### config.mk
export PLATFORM = sky130hd
export DESIGN_NAME = fft_stage_sequencer
export DESIGN_NICKNAME = d
export VERILOG_FILES = /design/src/rtl/fft_stage_sequencer.sv
export SDC_FILE = /design/constraint.sdc
export NUM_CORES = 1
export LEC_CHECK = 0
export ABC_CLOCK_PERIOD_IN_PS = 2400
export CELL_PAD_IN_SITES_DETAIL_PLACEMENT = 1
export CELL_PAD_IN_SITES_GLOBAL_PLACEMENT = 1
export CORE_UTILIZATION = 30
export CTS_CLUSTER_SIZE = 10
export DETAILED_ROUTE_END_ITERATION = 12
export PLACE_DENSITY_LB_ADDON = 0.1
export SYNTH_ARGS = -nofsm -noshare
export SYNTH_HDL_FRONTEND = slang
export SYNTH_SLANG_ARGS = --single-unit
### constraint.sdc
create_clock -name clk -period 2.4 [get_ports clk]
set_input_delay 0.36 -clock clk [delete_from_list [all_inputs] [get_ports clk]]
set_output_delay 0.36 -clock clk [all_outputs]
set_load 0.01 [all_outputs]
### src/rtl/fft_stage_sequencer.sv
// ---------------------------------------------------------------------------
// fft_stage_sequencer
//
// Top-level control FSM for the 32-point FFT pipeline. A run launches the
// butterfly stages one after another: each stage gets a single start pulse,
// and the sequencer then waits for that stage's finish pulse before it
// launches the next one. After the last stage finishes it pulses fft_done
// and records how many cycles the run took. stage_index tells the
// twiddle/constant banks which stage is active.
//
// Optional feature (compile-time macro FFT_SEQ_TIMEOUT_EN):
//   When defined, a stage that stays in WAIT for TIMEOUT_CYCLES cycles
//   without finishing aborts the run and sets the sticky timeout_err flag.
//   When undefined, WAIT waits forever and timeout_err is tied low.
//
// Parameters:
//   NUM_STAGES      number of sequenced stages (1..8)
//   TIMEOUT_CYCLES  WAIT cycles allowed per stage before an abort
//   CNT_WIDTH       width of the run-length counter
//
// Ports:
//   clk           in   rising-edge clock
//   reset         in   synchronous, active-high reset
//   fft_start     in   run request, only looked at while idle
//   fft_busy      out  high whenever the sequencer is not idle
//   fft_done      out  one-cycle pulse after the last stage finishes
//   stage_start   out  one-hot, one-cycle launch pulse (bit k -> stage k+1)
//   stage_finish  in   finish pulses from the stages
//   stage_index   out  index of the active stage
//   timeout_err   out  sticky abort flag
//   run_cycles    out  length in cycles of the last completed run
// ---------------------------------------------------------------------------
module fft_stage_sequencer #(
    parameter int NUM_STAGES     = 5,
    parameter int TIMEOUT_CYCLES = 15,
    parameter int CNT_WIDTH      = 8
) (
    input  logic                  clk,
    input  logic                  reset,
    input  logic                  fft_start,
    output logic                  fft_busy,
    output logic                  fft_done,
    output logic [NUM_STAGES-1:0] stage_start,
    input  logic [NUM_STAGES-1:0] stage_finish,
    output logic [2:0]            stage_index,
    output logic                  timeout_err,
    output logic [CNT_WIDTH-1:0]  run_cycles
);

    typedef enum logic [2:0] {
        S_IDLE,
        S_LAUNCH,
        S_WAIT,
        S_DONE,
        S_ABORT
    } state_t;

    localparam logic [2:0]           LAST_INDEX = 3'(NUM_STAGES - 1);
    localparam int                   SUM_W      = CNT_WIDTH + 1;
    localparam logic [CNT_WIDTH-1:0] CNT_MAX    = '1;

    // Reject configurations the 3-bit stage index or the counters cannot
    // represent, at elaboration time rather than as odd silicon behaviour.
    if (NUM_STAGES < 1 || NUM_STAGES > 8 || TIMEOUT_CYCLES < 1 || CNT_WIDTH < 1)
    begin : g_param_check
        $error("fft_stage_sequencer: unsupported parameter combination");
    end

    // Saturating add used by the run-length counter; one extra bit of
    // headroom catches the overflow instead of letting it wrap.
    function automatic logic [CNT_WIDTH-1:0] sat_add(
        input logic [CNT_WIDTH-1:0] base,
        input logic [1:0]           amount
    );
        logic [SUM_W-1:0] sum;
        sum = {1'b0, base} + SUM_W'(amount);
        if (sum > {1'b0, CNT_MAX}) begin
            return CNT_MAX;
        end
        return sum[CNT_WIDTH-1:0];
    endfunction

    state_t                 state;
    state_t                 state_next;
    logic [NUM_STAGES-1:0]  stage_select;
    logic                   finish_hit;
    logic                   at_last_stage;
    logic                   start_accept;
    logic                   stage_advance;
    logic                   run_complete;
    logic                   timeout_hit;
    logic [CNT_WIDTH-1:0]   run_cnt;

    // One-hot mask of the active stage. Only that stage's finish bit is
    // allowed to move the FSM; every other finish bit is masked away.
    assign stage_select  = NUM_STAGES'(1) << stage_index;
    assign finish_hit    = |(stage_finish & stage_select);
    assign at_last_stage = (stage_index == LAST_INDEX);
    assign start_accept  = (state == S_IDLE) && fft_start;
    assign stage_advance = (state == S_WAIT) && finish_hit && !at_last_stage;
    assign run_complete  = (state == S_WAIT) && finish_hit && at_last_stage;

`ifdef FFT_SEQ_TIMEOUT_EN
    localparam int WAIT_W = $clog2(TIMEOUT_CYCLES + 1);

    logic [WAIT_W-1:0] wait_cnt;

    // The wait counter sits at zero outside WAIT, so it is already cleared
    // on the first WAIT cycle of every stage and then counts WAIT cycles.
    always_ff @(posedge clk) begin
        if (reset) begin
            wait_cnt <= '0;
        end else if (state != S_WAIT) begin
            wait_cnt <= '0;
        end else begin
            wait_cnt <= wait_cnt + WAIT_W'(1);
        end
    end

    // The limit is hit on the WAIT cycle whose count reaches TIMEOUT_CYCLES.
    // A finish in that same cycle wins, so the abort is gated by finish_hit.
    assign timeout_hit = (state == S_WAIT) && !finish_hit &&
                         (wait_cnt == WAIT_W'(TIMEOUT_CYCLES - 1));

    // Sticky abort flag: set by a timeout, cleared only by the next
    // accepted run request or by reset.
    always_ff @(posedge clk) begin
        if (reset) begin
            timeout_err <= 1'b0;
        end else if (start_accept) begin
            timeout_err <= 1'b0;
        end else if (timeout_hit) begin
            timeout_err <= 1'b1;
        end
    end
`else
    assign timeout_hit = 1'b0;
    assign timeout_err = 1'b0;
`endif

    // State register.
    always_ff @(posedge clk) begin
        if (reset) begin
            state <= S_IDLE;
        end else begin
            state <= state_next;
        end
    end

    // Next-state logic plus the outputs decoded from the registered state.
    // Outputs depend only on state and stage_index, both registers, so no
    // input ever reaches an output combinationally.
    always_comb begin
        state_next  = state;
        fft_busy    = (state != S_IDLE);
        fft_done    = 1'b0;
        stage_start = '0;
        unique case (state)
            S_IDLE: begin
                if (fft_start) begin
                    state_next = S_LAUNCH;
                end
            end
            S_LAUNCH: begin
                stage_start = stage_select;
                state_next  = S_WAIT;
            end
            S_WAIT: begin
                if (run_complete) begin
                    state_next = S_DONE;
                end else if (stage_advance) begin
                    state_next = S_LAUNCH;
                end else if (timeout_hit) begin
                    state_next = S_ABORT;
                end
            end
            S_DONE: begin
                fft_done   = 1'b1;
                state_next = S_IDLE;
            end
            S_ABORT: begin
                state_next = S_IDLE;
            end
            default: begin
                state_next = S_IDLE;
            end
        endcase
    end

    // Stage index: restarts at zero on an accepted request, steps when the
    // active stage finishes, and otherwise holds so the banks keep pointing
    // at the last stage while idle.
    always_ff @(posedge clk) begin
        if (reset) begin
            stage_index <= '0;
        end else if (start_accept) begin
            stage_index <= '0;
        end else if (stage_advance) begin
            stage_index <= stage_index + 3'd1;
        end
    end

    // Run-length counter: holds the number of non-idle cycles before the
    // current one. It restarts on an accepted request and saturates instead
    // of wrapping.
    always_ff @(posedge clk) begin
        if (reset) begin
            run_cnt <= '0;
        end else if (start_accept) begin
            run_cnt <= '0;
        end else if (state != S_IDLE) begin
            run_cnt <= sat_add(run_cnt, 2'd1);
        end
    end

    // Completed-run length. On the edge into DONE, run_cnt still excludes
    // both the current (last WAIT) cycle and the DONE cycle, hence +2.
    // Aborted runs leave the previous value in place.
    always_ff @(posedge clk) begin
        if (reset) begin
            run_cycles <= '0;
        end else if (run_complete) begin
            run_cycles <= sat_add(run_cnt, 2'd2);
        end
    end

endmodule

# Yosys cells after proc, flatten, opt, wreduce, memory -nomap -nowiden

Index checks and enable logic that the tools add are counted.

$add $sub $neg: 3
Multipliers: 0
Divide/modulo/power cells: 0
Order comparisons: 2
Equal/unequal tests: 6
Shifts and indexed selects: 1
Muxes and demuxes: 17
Bitwise gates (word level): 1
Reductions and logical operators: 10

Operators by type and width:

| cell                                                           | number |
|---|---|
| 2-to-1 mux 8 bit                                               | 4 |
| greater-than comparator 9 x 8 -> 1 bit (second input constant) | 2 |
| adder 8 x 1 -> 9 bit (second input constant)                   | 1 |
| adder 8 x 2 -> 9 bit (second input constant)                   | 1 |
| 2-to-1 mux 3 bit                                               | 3 |
| case mux 3 bit (3 select lines)                                | 1 |
| 2-to-1 mux 1 bit                                               | 8 |
| == test 3 x 2 -> 1 bit (second input constant)                 | 2 |
| AND 5 bit                                                      | 1 |
| 2-to-1 mux 5 bit                                               | 1 |
| OR reduction 5 bit                                             | 1 |
| left shift 1 x 3 -> 5 bit (first input constant)               | 1 |
| logical AND 1 bit                                              | 4 |
| adder 3 x 1 -> 3 bit (second input constant)                   | 1 |
| == test 3 x 1 -> 1 bit (second input constant)                 | 1 |
| == test 3 bit (second input constant)                          | 1 |
| logical NOT 3 bit                                              | 1 |
| != test 3 bit (second input constant)                          | 1 |
| nonzero test 3 bit                                             | 1 |
| != test 2 bit (second input constant)                          | 1 |
| AND reduction 2 bit                                            | 1 |
| OR reduction 2 bit                                             | 1 |
| logical NOT 1 bit                                              | 1 |

Register bits after elaboration: 22
Latch bits: 0
RAM bits: 0
Memory bits (read-only): 0
Output and inout port bits: 19
Logic and storage cells: 44
Memories kept: 0

# Logic depth before layout (Yosys ltp)

Word-level depth: 8
Mapped depth: 8
Mapped depth without buffers: 7

# Worst setup path after synthesis

OpenSTA, ideal clock, no wires.

Path type: reg-to-reg
From: reg run_cnt[1]
To: reg run_cycles[0]
Data arrival time: 1711 ps
Required time: 2309 ps
Setup slack: 598 ps
Stages on the path, launching flop included: 7
Period minus slack after synthesis: 1802 ps
Path through: dfxtp_1 -> ha_1 -> a21oi_1 -> nand4b_1 -> a221o_1 -> a211o_1 -> a311oi_1

Cells in the longest elaborated chain, start to end: 6

RTL lines:

| what                                   | RTL line | source |
|---|---|---|
| start: declaration                     | 92       | `logic [CNT_WIDTH-1:0] run_cnt;` |
| start signal: assignment               | 212      | `run_cnt <= sat_add(run_cnt, 2'd1);` |
| adder 8 x 2 -> 9 bit                   | 76       | `sum = {1'b0, base} + SUM_W'(amount);` |
| greater-than comparator 9 x 8 -> 1 bit | 77       | `if (sum > {1'b0, CNT_MAX}) begin` |
| 2-to-1 mux 1 bit                       | 77       |  |
| 2-to-1 mux 1 bit                       | 222      | `end else if (run_complete) begin` |
| 2-to-1 mux 1 bit                       | 220      | `if (reset) begin` |
| 2-to-1 mux 8 bit                       | 80       | `return sum[CNT_WIDTH-1:0];` |
| end signal: assignment                 | 223      | `run_cycles <= sat_add(run_cnt, 2'd2);` |
| end: declaration                       | 47       | `output logic [CNT_WIDTH-1:0] run_cycles` |

No other way between the ends. The select of a mux whose other input is x is not followed.
A chain may end at the register's enable or synchronous reset.

# Worst setup path after layout

From: reg state[1]
To: out fft_busy

Cells in the longest elaborated chain, start to end: 1

RTL lines:

| what                     | RTL line | source |
|---|---|---|
| start: declaration       | 83       | `state_t state;` |
| start signal: assignment | 146      | `state <= state_next;` |
| nonzero test 3 bit       | 155      | `fft_busy = (state != S_IDLE);` |
| end: declaration         | 41       | `output logic fft_busy,` |

No other way between the ends.

==> qor.yml <==
status:
  outcome: "complete, no violations"
global_routing:
  track_usage_pct: 15.99
  grt_pass1_wl_mm: 5.492
  grt_max_degree: 16
  top_usage_layer: "met2"
  gr-usage-met2_pct: 23.76
  grt-ovfl-total: 0
  antenna_found_initial: 0
  grt_util_met3_pct: 3.885
  grt_pass1_vias: 1129
  grtUsageMet1_pct: 22.76
sta:
  finalCriticalPeriod_ps: 2219
  timing.final.hold_violations: 0
  tns_ps: 0
  tightestPinTransition_ps: 600.3
  maxSlewViolCount: 0
  fin_crit_sh_pct: 92.45
  slew_headroom_pct: 59.84
  rsz0062_at_grt: "no"
  timing.fmax_ghz: 0.4507
  skew_ps: 2.594
  finalSetupViolations: 0
worst_setup_path:
  cp_max_fo: 8
  required_ps: 2040
  critPathMaxStageDelay_ps: 540
  crit_path_top_delay_cell: "clkdlybuf4s50_1"
  critical_path.cell_chain: "nor2_1 > inv_1 > clkdlybuf4s50_1"
  end_kind: "output pin"
  cp.arrival_ps: 1860
  worstSetupPathType: "flop to output pin"
  cp-start-kind: "flop"
  r2r_setup_slack_ps: 340
place:
  portBuffers: 25
  gp_congestion: 0.7190
  hpwl_mm: 2.586
power_and_ir_drop:
  powerDensity_nw_per_um2: 439.4
  vdd.ir_drop.worst_uv: 282.5
  power.leakage_nw: 0.5586
synth:
  yosysUniqueCellTypes: 40
  synth_nets: 172
  synth_area_um2: 1287
  synth-seq-area-share_pct: 32.65
  yosys_warnings: 0
  avgSynthCellArea_um2: 8.415
  syn-instance-count: 153
  synth_seq_cells: 21
routing:
  dr.first_iter.drc_count: 38
  firstDrtPassIters: 4
  wl_mm: 3.307
  vias: 1186
  drc: 0
  viasPerCell: 5.318
  wl_per_cell_um: 14.83
  ant_nets: 0
floorplanning:
  die_h_um: 67.51
  io-pin-count: 27
  die-width_um: 67.51
  start_util_pct: 31.73
  die-area_um2: 4558
  std_cell_rows: 23
  core_um2: 4058
clock_network:
  cts_tree: "yes"
  postCtsSetupBuffers: 0
  cts_resized: 0
  clkTransAtPathRegs_ps: 70
  clock_sinks: 21
  cts_hold_buf: 0
  cts_made_buffers: 3
  clockBufferDepth: 2
  clock_latency_ps: 260
  cts_max_level: 1
  clock-root-buffer: "clkbuf_8"
finish:
  num_antenna_cells: 0
  layout-drive-gt1-share_pct: 4.624
  area_growth_pct: 24.10
  nets: 193
  post-route-util_pct: 39.38
worst_hold_path:
  hp-class: "flop to flop"
job:
  maxCapViolations: 0
==> state kept, by name, indices dropped and copies added (netlist names) <==
name         flops
run_cycles       8
run_cnt          8
stage_index      3
state            2
==> through the flow <==
step	power (mW)	hold WS (ps)	worst slack [ps]	cells	area (um2)
floorplan	0.4399	450.9	598.3	153	1287
global placement	0.4796	457.8	404.2	219	1553
detailed placement	0.4814	483.4	336.9	219	1553
CTS	0.7184	497.6	184.6	223	1598
global route	0.7437	509.5	9.866	223	1598
finish	0.7021	492.1	181.1	223	1598
==> where the power goes <==
group	switching, mW	internal (mW)	leakage (nW)
Sequential	0.0181	0.358	0.170
Combinational	0.0549	0.0413	0.366
Clock	0.112	0.118	0.0228
==> logic make-up (layout without fill, tap and decap cells) <==
family	Yosys count	count (layout)	share of synthesized area, %
AO/OA/AOI/OAI	40	40	21.87
buffers and inverters	20	40	7.192
XOR/XNOR	3	3	2.041
adder cells (fa/ha/maj)	11	11	10.69
other	1	1	0.2913
AND/OR/NAND/NOR	54	54	22.94
flip-flops	21	21	32.65
multiplexers	3	3	2.332
==> cell usage in the layout, fill, tap and decap left out, types with 3 or more instances in the layout <==
cell type and instances:
a211oi_1 6, a21oi_1 12, a311oi_1 5, and2_1 5, and4_1 3, clkbuf_8 3
clkdlybuf4s50_1 25, dfxtp_1 21, ha_1 11, inv_1 10, mux2i_1 3, nand2b_1 5
nand3_1 6, nand4_1 4, nor2_1 18, o21ai_0 3, xnor2_1 3
==> final timing paths <==
kind	start	endpoint	cells after the start
worst max-delay path	state[1]$_SDFFE_PP0P_	fft_busy	3
worst min-delay path	run_cycles[4]$_SDFFE_PP0P_	run_cycles[4]$_SDFFE_PP0P_	2
worst max register to register	run_cnt[2]$_SDFFE_PP0N_	run_cycles[0]$_SDFFE_PP0P_	6
worst min register to register	run_cycles[4]$_SDFFE_PP0P_	run_cycles[4]$_SDFFE_PP0P_	2
==> routing by layer <==
| layer | routed length (um) | vias to the layer above | part of all wire [%] |
|---|---|---|---|
| li1 | - | 588 | - |
| met1 | 1677 | 578 | 51 |
| met2 | 1484 | 18 | 45 |
| met3 | 120 | 2 | 3.6 |
| met4 | 25 | 0 | 0.76 |
| met5 | 0 | - | 0 |
==> cells in the mapped netlist, drive strengths merged <==
cell    number  area share [%]
a211o        1            0.68
nand4b       1            0.68
a222oi       1            0.78
and4         3             2.0
a311oi       5             3.4
conb         1            0.29
buf          7             3.4
and3         2            0.97
o211ai       2             1.2
nor2        19             5.7
a21o         2             1.2
a211oi       6             3.5
a21oi       13             5.3
and2         6             3.1
a221o        1            0.78
a221oi       1            0.68
nand2b       5             2.4
a22o         1            0.68
nand4        4             1.9
nor3         3             1.6
nand3        6             2.3
dfxtp       21              33
ha          11              11
a32oi        1            0.68
o31ai        2             1.2
mux2i        3             2.3
o21ai        3             1.2
a41oi        1            0.68
inv         10             2.9
nor2b        2            0.97
nand2        2            0.58
xnor2        3             2.0
nand3b       1            0.58
clkbuf       3            0.87
==> worst max-delay path: cells and delay by family, from the launching register on <==
family,cells,cell delay (ps)
and+or+nand+nor,1,490
DFF,1,350
buffers and inverters,2,770
==> layout make-up <==
| cell class | instances | area (um2) |
|---|---|---|
| inverters | 10 | 37.54 |
| well taps | 50 | 62.56 |
| clock buffers | 4 | 45.04 |
| multi-input cells | 112 | 774.5 |
| flip-flops and latches | 21 | 420.4 |
| repair buffers | 26 | 257.7 |
| fillers | 475 | 2460 |
No activity file was read; power rests on OpenSTA's default activity.
